**config.mk**
```make
export PLATFORM = sky130hd
export DESIGN_NAME = bcd2_counter
export DESIGN_NICKNAME = d
export VERILOG_FILES = /design/src/rtl/bcd2_counter.sv
export SDC_FILE = /design/constraint.sdc
export NUM_CORES = 1
export LEC_CHECK = 0
export ABC_CLOCK_PERIOD_IN_PS = 3020
export CELL_PAD_IN_SITES_DETAIL_PLACEMENT = 1
export CELL_PAD_IN_SITES_GLOBAL_PLACEMENT = 1
export CORE_MARGIN = 2
export CORE_UTILIZATION = 35
export CTS_CLUSTER_DIAMETER = 200
export DETAILED_ROUTE_END_ITERATION = 8
export PLACE_DENSITY_LB_ADDON = 0.1
export SLEW_MARGIN = 10
export SYNTH_ARGS = -nofsm -noshare
export SYNTH_HDL_FRONTEND = slang
export SYNTH_SLANG_ARGS = --single-unit
```
**constraint.sdc**
```tcl
create_clock -name clk -period 3.02 [get_ports clk]
set_input_delay 0.604 -clock clk [delete_from_list [all_inputs] [get_ports clk]]
set_output_delay 0.604 -clock clk [all_outputs]
set_load 0.01 [all_outputs]
```
**src/rtl/bcd2_counter.sv**
```systemverilog
// bcd2_counter: two-digit packed-BCD up-counter (00..TERMINAL) with a
// level-sensitive count enable.
//
// Ports:
//   clk       - system clock, all state changes on the rising edge
//   reset     - synchronous, active-high clear (priority over x)
//   x         - count enable, sampled on every rising clk edge
//   bcd2_out  - registered count, [7:4] tens digit, [3:0] ones digit
//
// Parameter:
//   TERMINAL  - last value before wrap, decimal 1..99 (default 99)
//
// Build option:
//   BCD2_SATURATE_EN - when defined, the counter holds at TERMINAL instead
//                      of wrapping to 00; only reset leaves that state.

module bcd2_counter #(
    parameter int TERMINAL = 99
) (
    input  logic       clk,
    input  logic       reset,
    input  logic       x,
    output logic [7:0] bcd2_out
);

    if (TERMINAL < 1 || TERMINAL > 99) begin : g_bad_terminal
        $error("bcd2_counter: TERMINAL=%0d outside legal range 1..99", TERMINAL);
    end

    localparam logic [3:0] TERM_TENS = 4'(TERMINAL / 10);
    localparam logic [3:0] TERM_ONES = 4'(TERMINAL % 10);

    logic [3:0] ones_q, ones_d;
    logic [3:0] tens_q, tens_d;
    logic       ones_carry;
    logic       at_terminal;
    logic       invalid_bcd;

    assign ones_carry  = x && (ones_q == 4'd9);
    assign at_terminal = (tens_q == TERM_TENS) && (ones_q == TERM_ONES);
    // Any nibble above 9 can only come from X-recovery or upset; the next
    // enabled increment forces the counter back to 00.
    assign invalid_bcd = (ones_q > 4'd9) || (tens_q > 4'd9);

    always_comb begin
        ones_d = ones_q;
        tens_d = tens_q;
        if (x) begin
            if (invalid_bcd) begin
                ones_d = 4'd0;
                tens_d = 4'd0;
            end else if (at_terminal) begin
`ifdef BCD2_SATURATE_EN
                ones_d = ones_q;
                tens_d = tens_q;
`else
                ones_d = 4'd0;
                tens_d = 4'd0;
`endif
            end else if (ones_carry) begin
                ones_d = 4'd0;
                // tens==9 here means the count sits above TERMINAL; roll to 0
                // rather than producing an invalid nibble.
                tens_d = (tens_q == 4'd9) ? 4'd0 : tens_q + 4'd1;
            end else begin
                ones_d = ones_q + 4'd1;
            end
        end
    end

    always_ff @(posedge clk) begin
        if (reset) begin
            ones_q <= 4'd0;
            tens_q <= 4'd0;
        end else begin
            ones_q <= ones_d;
            tens_q <= tens_d;
        end
    end

    assign bcd2_out = {tens_q, ones_q};

endmodule

```
==> summary.md <==
| Metric | Value |
|---|---|
| Status | finished, final reports clean |
| Max FO, Critical Path | 7 |
| Syn_nets | 55 |
| Vias | 415 |
| Share of cells above drive strength 1 | 0.131 |
| Max_cap viols | 0 |
| Post-synthesis sequential area ratio | 0.343 |
| Final hold vios | 0 |
| PortBufs | 10 |
| Num ports | 11 |
| Synth Warn # | 0 |
| Final hold slack | 0.542 ns |
| Leakage power total | 0.000216 uW |
| PostCTS Resize Cnt | 0 |
| Initial antenna violation count | 0 |
| Max transition margin | 0.784 |
| Fillers | 152 |
| Die height | 40.5 um |
| Die width | 40.5 um |
| PwrDens | 384 mW/mm^2 |
| Total GRT Usage | 0.173 |
| Setup violations, final | 0 |
| Routability Congestion | 0.707 |
| Crit Path Class | flop to output port |
| Drt drc | 0 |
| Final worst slack | 1.11 ns |
| Largest net degree at the start of global routing | 9 |
| Count of cell types in the netlist | 26 |
| Final Cell Area | 601 um^2 |
| Clock Latency Late Sink | 0.26 ns |
| Nets | 69 |
| Seq cells post-synth | 8 |
| Worst Path Buf+Inv | 1 |
| Placed Instance Area | 578 um^2 |
| HPWL Detailed | 790 um |
| Min Tclk post-route | 1.91 ns |
| CTS Buf Count | 3 |
| Layout Cells excl Fill | 76 |
| Layout Skew | 0.00502 ns |
| DRT Pass-1 Iters | 2 |
| Total gr overflow | 0 |
| Slew @ Worst Pin | 0.322 ns |
| Worst path arrival time | 1.31 ns |
| Worst VDD drop | 198 uV |
| DP Worst Slack | 0.945 ns |
| Fin Setup TNS | 0 ns |
| Slowest stage cell on the critical path | clkdlybuf4s50_1 |
| TritonCTS clock tree | yes |
| Crit path required time | 2.42 ns |
| Startpoint Class | flop |
| Post-Syn Instances | 49 |
| Placed Cells | 73 |
| Syn avg cell area | 9.52 um^2 |
| Clock Path Buffers | 2 |
| Worst path top cell family by delay | buffers and inverters |
| Clock transition at path regs | 0.05 ns |
| CTS sink count | 8 |
| Post-synthesis cell area | 467 um^2 |
| Fmax | 522 MHz |
| Largest stage delay on the critical path | 0.59 ns |
| Post-Route WL | 1050 um |
| Antenna Diode Count | 0 |
| Vias in the first global route | 408 |
| Drt wl/cell | 13.8 um |
| Vias/cell | 5.46 |
| Die area | 0.00164 mm^2 |
| Antenna Nets Post-Route | 0 |
| Initial drt markers | 2 |
| Core area | 0.00127 mm^2 |
| Hold Crit Class | flop to flop |
| Htree depth | 1 |
| Placement row count | 13 |
| Starting density of the core | 0.368 |
| Hold Buf Count CTS | 0 |
| First-pass GRT wire length | 1810 um |
| RSZ-0062 raised after global routing | false |
| Cells along the critical path | clkdlybuf4s50_1 |
| Max-slew violations | 0 |
| CTS root buf | clkbuf_4 |
| Final Cycle Share | 0.634 |
| Syn-to-layout area delta | 28.7% |
| Post-CTS setup buffers | 0 |
| CP endpoint kind | output port |
==> layout by cell type, fill, tap and decap left out, types with 2 or more instances in the layout <==
master and n:
nor2_1 6, xor2_1 2, clkdlybuf4s50_1 10, dfxtp_1 8
nand2_1 4, clkbuf_4 3, or3_1 2, o2bb2ai_1 2
ha_1 3, inv_1 4
==> per-layer routing <==
| layer | vias to the layer above | GRT usage | wire, um |
|---|---|---|---|
| met1 | 196 | 0.193 | 471 |
| met3 | 0 | 0.106 | 76 |
| li1 | 205 | - | - |
| met4 | 0 | 0.0250 | 0 |
| met2 | 14 | 0.286 | 504 |
| met5 | - | 0 | 0 |
==> final cells by class <==
class                   count  area, um^2  share of cell area
well taps                  15        18.8              0.0313
inverters                   4        15.0              0.0250
repair buffers             10         100               0.167
clock buffers               3        22.5              0.0375
flip-flops and latches      8         160               0.267
multi-input cells          36         284               0.473
==> worst paths after layout <==
| kind | start | end | slack, ns | cells past startpoint |
|---|---|---|---|---|
| worst min-delay path | tens_q[2] | tens_q[2] | 0.54 | 2 |
| worst max-delay path | tens_q[1] | bcd2_out[5] | 1.11 | 1 |
| worst min register to register | tens_q[2] | tens_q[2] | 0.54 | 2 |
| worst max register to register | ones_q[0] | tens_q[2] | 1.40 | 6 |
==> power by group <==
| part | leakage (uW) | switching (uW) | internal (uW) | total, uW |
|---|---|---|---|---|
| logic | 0.000137 | 16.9 | 16.7 | 33.6 |
| clock network | 0.0000138 | 38.0 | 45.6 | 83.6 |
| registers | 0.0000648 | 4.62 | 109 | 113 |
==> registers in the layout, indices dropped and copies added (netlist names) <==
signal	count
ones_q	4
tens_q	4
==> cell usage after synthesis <==
cell       number  area (um^2)
o32ai_1         1         8.76
a21oi_1         1         5.00
mux2i_1         1         10.0
a21boi_0        1         7.51
a221oi_4        1         26.3
ha_1            3         37.5
o31ai_1         1         7.51
o21bai_1        1         7.51
nor2_1          6         22.5
xnor2_1         1         8.76
o2bb2ai_2       1         15.0
o2bb2ai_1       2         17.5
buf_4           1         7.51
or2_2           1         6.26
or3_1           2         12.5
nand2_1         4         15.0
or3_4           1         11.3
o21a_1          1         7.51
xor2_1          2         17.5
nand4_1         1         6.26
a32o_1          1         10.0
nor3b_1         1         7.51
dfxtp_1         8          160
a32o_2          1         11.3
nand3_1         1         5.00
inv_1           4         15.0
==> kinds of logic (layout without fill, tap and decap cells) <==
kind of cell	after synthesis	count (layout)	synth area share
and+or+nand+nor	17	17	0.185
AOI/OAI and AO/OA	12	12	0.265
DFF	8	8	0.343
buffers and inverters	5	17	0.0483
adders and majority gates	3	3	0.0804
xor gates and xnor gates	3	3	0.0563
muxes	1	1	0.0214
==> metrics by stage <==
| stage | total power, uW | utilization |
|---|---|---|
| 2_1_floorplan | 136 | - |
| 3_3_place_gp | 147 | 0.456 |
| 3_5_place_dp | 149 | 0.456 |
| 4_1_cts | 237 | 0.473 |
| 5_1_grt | 247 | 0.473 |
| 6_report | 230 | 0.473 |
(Power assumes the default switching activity.)
